==> config.mk <==
export PLATFORM = sky130hd
export DESIGN_NAME = axi_txn_arbiter
export DESIGN_NICKNAME = d
export VERILOG_FILES = /design/src/rtl/axi_txn_arbiter.sv
export SDC_FILE = /design/constraint.sdc
export NUM_CORES = 1
export LEC_CHECK = 0
export BUFFER_PORTS_ARGS = -buffer_cell sky130_fd_sc_hd__buf_4
export CAP_MARGIN = 20
export CORE_UTILIZATION = 50
export CTS_CLUSTER_SIZE = 40
export DETAILED_ROUTE_END_ITERATION = 8
export GPL_ROUTABILITY_DRIVEN = 0
export MAX_ROUTING_LAYER = met4
export PLACE_DENSITY = 0.81
export SYNTH_ARGS = -nofsm -noshare
export SYNTH_HDL_FRONTEND = slang
export SYNTH_SLANG_ARGS = --single-unit
==> constraint.sdc <==
create_clock -name ACLK -period 3.1 [get_ports ACLK]
set_input_delay 0.775 -clock ACLK [delete_from_list [all_inputs] [get_ports ACLK]]
set_output_delay 0.775 -clock ACLK [all_outputs]
set_load 0.01 [all_outputs]
==> src/rtl/axi_txn_arbiter.sv <==
// axi_txn_arbiter: round-robin transaction-level master/slave grant for a shared-bus AXI crossbar
module axi_txn_arbiter #(
    parameter int NM = 3,
    parameter int NS = 6,
    parameter logic [2:0] NOGRANT = 3'b111
) (
    input  logic            ACLK,
    input  logic            ARESET,
    input  logic [NM-1:0]   arvalid_m,
    input  logic [NM-1:0]   awvalid_m,
    input  logic [4*NM-1:0] ar_target,
    input  logic [4*NM-1:0] aw_target,
    input  logic [NS-1:0]   arready_s,
    input  logic [NS-1:0]   awready_s,
    input  logic [NS-1:0]   rvalid_s,
    input  logic [NS-1:0]   rlast_s,
    input  logic [NM-1:0]   rready_m,
    input  logic [NS-1:0]   bvalid_s,
    input  logic [NM-1:0]   bready_m,
    output logic [2:0]      grant_m,
    output logic [2:0]      grant_s,
    output logic            grant_wr,
    output logic            busy
);
    localparam int PW = (NM > 1) ? $clog2(NM) : 1;
    localparam int SW = (NS > 1) ? $clog2(NS) : 1;
    localparam logic [PW:0] NMW = (PW+1)'(NM);
    localparam logic [3:0] NS4 = 4'(NS);

    typedef enum logic [2:0] {IDLE, R_ADDR, R_DATA, W_ADDR, W_RESP} state_t;

    state_t state;
    logic [PW-1:0] rr_ptr, m_q, win_m, idx;
    logic [SW-1:0] s_q, win_s;
    logic [PW:0] sum;
    logic [3:0] tw, tr;
    logic win, win_wr, done;

    // Scan masters from rr_ptr upward; first eligible wins, write preferred over read
    always_comb begin
        win = 1'b0;
        win_wr = 1'b0;
        win_m = '0;
        win_s = '0;
        idx = '0;
        sum = '0;
        tw = '0;
        tr = '0;
        for (int k = 0; k < NM; k++) begin
            sum = {1'b0, rr_ptr} + (PW+1)'(k);
            idx = (sum >= NMW) ? PW'(sum - NMW) : PW'(sum);
            tw = aw_target[{idx, 2'b00} +: 4];
            tr = ar_target[{idx, 2'b00} +: 4];
            if (!win && awvalid_m[idx] && tw < NS4) begin
                win = 1'b1;
                win_wr = 1'b1;
                win_m = idx;
                win_s = SW'(tw);
            end else if (!win && arvalid_m[idx] && tr < NS4) begin
                win = 1'b1;
                win_m = idx;
                win_s = SW'(tr);
            end
        end
    end

    // Completion: last R beat for reads, B handshake for writes
    always_comb begin
        done = (state == R_DATA) ? (rvalid_s[s_q] && rready_m[m_q] && rlast_s[s_q]) :
               (state == W_RESP) ? (bvalid_s[s_q] && bready_m[m_q]) : 1'b0;
    end

    // Transaction FSM with registered grant outputs; release forces one NOGRANT cycle
    always_ff @(posedge ACLK) begin
        if (ARESET) begin
            state <= IDLE;
            grant_m <= NOGRANT;
            grant_s <= NOGRANT;
            grant_wr <= 1'b0;
            busy <= 1'b0;
            rr_ptr <= '0;
            m_q <= '0;
            s_q <= '0;
        end else if (done) begin
            state <= IDLE;
            grant_m <= NOGRANT;
            grant_s <= NOGRANT;
            grant_wr <= 1'b0;
            busy <= 1'b0;
            rr_ptr <= (m_q == PW'(NM-1)) ? '0 : m_q + PW'(1);
        end else begin
            case (state)
                IDLE: if (win) begin
                    state <= win_wr ? W_ADDR : R_ADDR;
                    m_q <= win_m;
                    s_q <= win_s;
                    grant_m <= 3'(win_m);
                    grant_s <= 3'(win_s);
                    grant_wr <= win_wr;
                    busy <= 1'b1;
                end
                R_ADDR: if (arvalid_m[m_q] && arready_s[s_q]) state <= R_DATA;
                W_ADDR: if (awvalid_m[m_q] && awready_s[s_q]) state <= W_RESP;
                R_DATA, W_RESP: state <= state;
                default: state <= IDLE;
            endcase
        end
    end
endmodule

==> summary.md, run 1 <==
| Metric | Value |
|---|---|
| Crit path DAT | 2.94 ns |
| First-pass iteration count of the detailed router | 4 |
| Syn-to-layout area delta | 32.1% |
| Clk root buf | clkbuf_8 |
| GRT Overall Usage | 28.5% |
| WHS Endpoint | grant_m[2] |
| Status | finished, final reports clean |
| Row cnt | 22 |
| Num ports | 76 |
| H-tree levels | 1 |
| Core area | 3740 sq um |
| Post-synth top area cell | dfxtp_1 |
| Setup repair bufs after CTS | 0 |
| Worst r2r src | rr_ptr[1] |
| Unrepaired setup endpoints after global routing | false |
| Die H | 65.4 um |
| Die ar. | 4270 sq um |
| Placed cells | 362 |
| Final period util | 91.2% |
| Starting density of the core | 53.6% |
| Slew headroom | 67.8% |
| Final std cells w/o fill | 365 |
| Total CTS buffers | 3 |
| Detail Placement HPWL | 4600 um |
| Critical path class | reg2reg |
| CP endpoint kind | register |
| Highest clock rate | 354 MHz |
| Reg2reg setup slack | 0.27 ns |
| Drt total wl | 5690 um |
| Max clock buf depth | 2 |
| Layout cells sized above 1 | 34.4% |
| Hold Crit Start | grant_m[2] |
| Post-synthesis sequential area ratio | 17.9% |
| VDD IR-drop max | 0.549 mV |
| Filler instances | 337 |
| Critical path's slowest cell | or4b_1 |
| Clock Skew | 0.000861 ns |
| Min cycle time layout | 2.83 ns |
| Clock sink total | 18 |
| Pwr per Cell Area | 588 nW/um^2 |
| CP peak stage delay | 0.56 ns |
| Fin. Hold Viols | 0 |
| Vias in the first global route | 2051 |
| Global-route wire length before repair | 9350 um |
| Post-synthesis cell type count | 69 |
| Fin util | 70.9% |
| Pin count of the biggest net entering global routing | 24 |
| Reg2reg end | grant_s[0] |
| Aggregate global routing overflow | 0 |
| Hold_buf cts | 0 |
| Worst hold stages | 2 |
| Critical path fanouts, max | 12 |
| Cell count after synthesis | 246 |
| Cells along the critical path | inv_1 > ha_1 > or4b_1 > a32o_1 > a21o_4 > nand4_4 > nor2_4 > nor4_1 > o211ai_1 |
| Cts repair resizes | 0 |
| Die width | 65.4 um |
| Worst r2r path cells | 9 |
| Max-Cap Viols | 0 |
| Residual DRC | 0 |
| Fraction of registers with async set/reset | 0% |
| Req. time, crit path | 3.22 ns |
| Top delay family on crit path | simple AND/OR/NAND/NOR gates |
| Critical path depth | 9 |
| Final worst slack | 0.274 ns |
| DR vias | 2235 |
| Setup TNS | 0 ns |
| Synth warnings | 0 |
| Vias/cell | 6.12 |
| Antenna viol nets, final | 0 |
| Most used DFF post-synth | dfxtp_1 |
| Synthesized area | 2010 sq um |
| Yosys reg bits | 18 |
| Post-synth EDFFs | 0 |
| Buf/Inv on CP | 1 |
| Initial DRC Count | 219 |
| Initial antenna violation count | 0 |
| Synth top area share | 17.9% |
| Worst-path clk slew | 0.06 ns |
| Drt wl/cell | 15.6 um |
| Final Max Slew Viols | 0 |
| TritonCTS clock tree | yes |
| Syn Nets | 317 |
| Leak Pwr | 1.05 nW |
| Setup crit start kind | register |
| Port bufs | 75 |
| Inserted Diodes | 0 |
| Final Setup Violations | 0 |
| Pre-CTS setup slack | 0.252 ns |
| Hold/Removal Path Class | reg2reg |
| Clk_lat worst skew | 0.25 ns |
| Mapped Avg Cell Area | 8.16 sq um |
| Nets@finish | 390 |
| Worst slew pin tran | 0.483 ns |
| Synth area leaders | dfxtp_1, mux2i_1, nand2_1 |
==> cells in the final DEF (no fill, tap or decap), drive strengths merged, types with 3 or more instances in the layout <==
cell type / synthesis / final
a211o: 3 / 3
a211oi: 3 / 3
a21boi: 4 / 4
a21o: 4 / 4
a21oi: 13 / 13
a22oi: 3 / 3
buf: 9 / 83
clkbuf: 6 / 3
dfxtp: 18 / 18
ha: 3 / 3
inv: 7 / 7
mux2: 3 / 3
mux2i: 20 / 20
mux4: 3 / 3
nand2: 26 / 26
nand2b: 5 / 5
nand3: 8 / 8
nand3b: 7 / 7
nor2: 13 / 13
nor2b: 9 / 9
nor3: 7 / 7
nor4: 4 / 4
nor4b: 3 / 3
nor4bb: 4 / 4
o21ai: 10 / 10
o22ai: 4 / 4
o2bb2ai: 9 / 9
o311ai: 3 / 3
or3b: 3 / 3
==> power by group <==
group,switching (W),internal (W)
Combinational,0.000509,0.000478
Sequential,0.0000990,0.000319
Clock,0.0000673,0.0000861
Total,0.000676,0.000884
==> flip-flops by register name (all words and copies together) (netlist names) <==
signal and cells:
grant_s 3, m_q 2, state 3, grant_m 3, s_q 3, busy 1
rr_ptr 2, grant_wr 1
==> cell families (layout without fill, tap and decap cells) <==
kind of cell               count (synthesis)  after routing  share of synthesized area, %
DFF                                       18             18                          17.9
AOI/OAI and AO/OA                         78             78                          30.4
and+or+nand+nor                           99             99                          28.9
muxes                                     26             26                          15.0
adders and majority gates                  3              3                          1.87
buffers and inverters                     22             93                          5.86
==> synthesized netlist by cell type, types with 2 or more instances <==
master	number
clkbuf_1	6
o21ai_0	8
a211oi_1	2
or3_1	2
mux4_2	3
nor3_1	7
o311ai_1	2
mux2i_1	20
nor2_1	12
a21o_1	2
nor4bb_1	4
or3b_2	2
buf_6	2
ha_1	3
a2bb2oi_1	2
a211o_1	3
a31oi_1	2
nor4_1	4
o2bb2ai_1	9
a22oi_1	3
nand2b_1	5
inv_1	7
dfxtp_1	18
nand2_1	26
a21oi_1	12
buf_2	4
nand3b_1	7
o21a_1	2
nand3_1	8
nor2b_1	9
mux2_2	3
a21boi_0	4
o211ai_1	2
nor4b_1	3
o22ai_1	4
==> stage by stage <==
stage / hold WS, ns / power, W / area [sq um]
global route: 0.492 / 0.00170 / 2650
floorplan: 0.449 / 0.00111 / 2010
detailed placement: 0.439 / 0.00139 / 2600
finish: 0.450 / 0.00156 / 2650
global placement: 0.446 / 0.00137 / 2600
CTS: 0.452 / 0.00156 / 2640
==> final cells by class <==
type                            instances  area [sq um]  area share [%]
Clock buffer                            3          41.3            1.56
Inverter                                7          26.3           0.991
Multi-Input combinational cell        206          1540            58.1
Sequential cell                        18           360            13.6
Tap cell                               48          60.1            2.26
Timing Repair Buffer                   83           623            23.5
==> worst min-delay path: cells and delay by family (launching register included) <==
family        cells  cell delay (ns)
flops             1             0.31
simple gates      2             0.09
==> routing by layer <==
metal | vias to the layer above | wire length (um) | track usage (%)
li1 | 1098 | - | -
met1 | 1066 | 2600 | 39.4
met2 | 63 | 2680 | 43.8
met3 | 8 | 349 | 3.47
met4 | 0 | 63 | 7.07
met5 | - | 0 | -
==> worst max path at each step <==
stage / startpoint / end
6_report: rr_ptr[1] / grant_s[0]
5_1_grt: rr_ptr[0] / m_q[0]
4_1_cts: rr_ptr[0] / m_q[0]
3_5_place_dp: ar_target[3] / grant_s[0]
3_3_place_gp: ar_target[3] / grant_s[0]
2_1_floorplan: ar_target[3] / grant_s[1]
Note: power is estimated with default switching activity, not from simulation.
==> run 2: changes to the inputs <==
--- a/config.mk
+++ b/config.mk
@@ -12,7 +12,8 @@
 export DETAILED_ROUTE_END_ITERATION = 8
 export GPL_ROUTABILITY_DRIVEN = 0
 export MAX_ROUTING_LAYER = met4
-export PLACE_DENSITY = 0.81
+export PLACE_DENSITY = 0.88
+export SLEW_MARGIN = 10
 export SYNTH_ARGS = -nofsm -noshare
 export SYNTH_HDL_FRONTEND = slang
 export SYNTH_SLANG_ARGS = --single-unit
==> summary.md, run 2 (synthesized netlist as in run 1, its figures left out) <==
| Metric | Value |
|---|---|
| Aggregate global routing overflow | 0 (unchanged) |
| Min cycle time layout | 2.92 ns (+0.0972 ns) |
| Die ar. | 4270 sq um (unchanged) |
| Worst r2r src | rr_ptr[0] |
| Critical path class | reg2reg |
| Highest clock rate | 342 MHz (-3.3%) |
| Total CTS buffers | 3 (unchanged) |
| Most common cell after layout, fill and taps aside | buf_4 |
| Worst-path clk slew | 0.07 ns (about the same) |
| Vias in the first global route | 2000 (-2.5%) |
| Reg2reg setup slack | 0.18 ns (-0.10 ns) |
| Setup crit start kind | register |
| Status | finished, final reports clean |
| Final Max Slew Viols | 0 (unchanged) |
| Final instance area | 2660 sq um (+0.19%) |
| Setup repair bufs after CTS | 0 (unchanged) |
| DR vias | 2238 (+0.13%) |
| Clock Skew | 0.00777 ns (+0.00691 ns) |
| Final Setup Violations | 0 (unchanged) |
| Die width | 65.4 um (unchanged) |
| Clk root buf | clkbuf_8 |
| Worst slew pin tran | 0.558 ns (+0.0747 ns) |
| Req. time, crit path | 3.23 ns (about the same) |
| Detail Placement HPWL | 4620 um (+0.42%) |
| Pin count of the biggest net entering global routing | 24 (unchanged) |
| H-tree levels | 1 (unchanged) |
| Layout cells sized above 1 | 34.0% (-0.42 points) |
| Slew headroom | 62.7% (-5.1 points) |
| Core area | 3740 sq um (unchanged) |
| Port bufs | 75 (unchanged) |
| CP startpoint | rr_ptr[0] |
| Max clock buf depth | 2 (unchanged) |
| Clock sink total | 18 (unchanged) |
| Syn-to-layout area delta | 32.3% |
| Row cnt | 22 (unchanged) |
| Starting density of the core | 53.6% (unchanged) |
| WHS Endpoint | grant_m[2] |
| Initial DRC Count | 198 (-9.6%) |
| Pwr per Cell Area | 601 nW/um^2 (+2.3%) |
| Initial antenna violation count | 0 (unchanged) |
| DP Area | 2600 sq um (unchanged) |
| Drt total wl | 5880 um (+3.4%) |
| Hold Crit Start | grant_m[2] |
| Critical path fanouts, max | 14 (+2) |
| Nets@finish | 390 (unchanged) |
| Clk_lat worst skew | 0.26 ns (about the same) |
| Hold_buf cts | 0 (unchanged) |
| VDD IR-drop max | 0.672 mV (+22%) |
| Crit path DAT | 3.06 ns (+0.12 ns) |
| Unrepaired setup endpoints after global routing | false |
| Most frequent cells in the layout | buf_4, nand2_1, mux2i_1 |
| Hold/Removal Path Class | reg2reg |
| Leak Pwr | 1.06 nW (+0.29%) |
| Residual DRC | 0 (unchanged) |
| Antenna viol nets, final | 0 (unchanged) |
| Vias/cell | 6.11 (-0.14%) |
| First-pass iteration count of the detailed router | 4 (unchanged) |
| GRT Overall Usage | 29.2% (+0.76 points) |
| CP endpoint kind | register |
| Inserted Diodes | 0 (unchanged) |
| Reg2reg end | m_q[0] |
| Fin. Hold Viols | 0 (unchanged) |
| TritonCTS clock tree | yes |
| Max-Cap Viols | 0 (unchanged) |
| Num ports | 76 (unchanged) |
| Worst hold stages | 2 (unchanged) |
| Global-route wire length before repair | 9550 um (+2.1%) |
| Final period util | 94.3% (+3.1 points) |
| Die H | 65.4 um (unchanged) |
| Drt wl/cell | 16.1 um (+3.1%) |
| Worst r2r path cells | 11 (+2) |
| Setup TNS | 0 ns (unchanged) |
## run 2: metrics by stage
step           util, %  std cells  hold slack [ns]  power (W)  setup WS (ns)
2_1_floorplan        -        246            0.449    0.00111          0.586
4_1_cts           70.9        366            0.457    0.00159          0.250
5_1_grt           71.0        366            0.498    0.00172        0.00825
3_5_place_dp      69.5        362            0.443    0.00139          0.274
6_report          71.0        366            0.452    0.00160          0.177
3_3_place_gp      69.5        362            0.450    0.00137          0.344
## run 2: per-layer routing
layer | GRT usage, % | share of wire (%) | vias to the layer above
li1 | - | - | 1091
met1 | 39.3 | 45 | 1060
met2 | 47.7 | 49 | 79
met3 | 3.82 | 5.4 | 8
met4 | 4.35 | 1.1 | 0
met5 | - | 0 | -
## run 2: layout make-up
| class | count | area [sq um] |
|---|---|---|
| multi-input combinational | 206 | 1530 |
| fill | 293 | 1090 |
| timing repair buffer | 83 | 623 |
| sequential | 18 | 360 |
| tap | 48 | 60.1 |
| clock buffer | 4 | 55.1 |
| inverter | 7 | 26.3 |
## run 2: worst max-delay path: stages (launching register included)
cell,delay [ns]
dfxtp_1,0.39
inv_1,0.06
ha_1,0.31
buf_4,0.25
and2b_1,0.37
o2bb2ai_1,0.25
o2bb2ai_1,0.28
nand2_1,0.22
o21bai_4,0.23
buf_4,0.24
nor2b_1,0.15
nor3_1,0.05
## run 2: worst max-delay path by stage
stage,endpoint,slack [ns],cells past startpoint
4_1_cts,m_q[0],0.25,11
6_report,m_q[0],0.18,11
3_5_place_dp,m_q[0],0.27,11
5_1_grt,m_q[0],0.008,11
3_3_place_gp,grant_s[0],0.34,8
2_1_floorplan,grant_s[1],0.59,7
## run 2: power by group
part           internal [W]  switching [W]  leakage (nW)
Combinational      0.000477       0.000512         0.880
Sequential         0.000319       0.000100         0.149
Clock              0.000113      0.0000779        0.0288
## run 2: timing repair
item,4_1_cts,5_1_grt
endpoints found under the setup margin,0,3
resized for setup,0,1
endpoints found under the hold margin,0,0
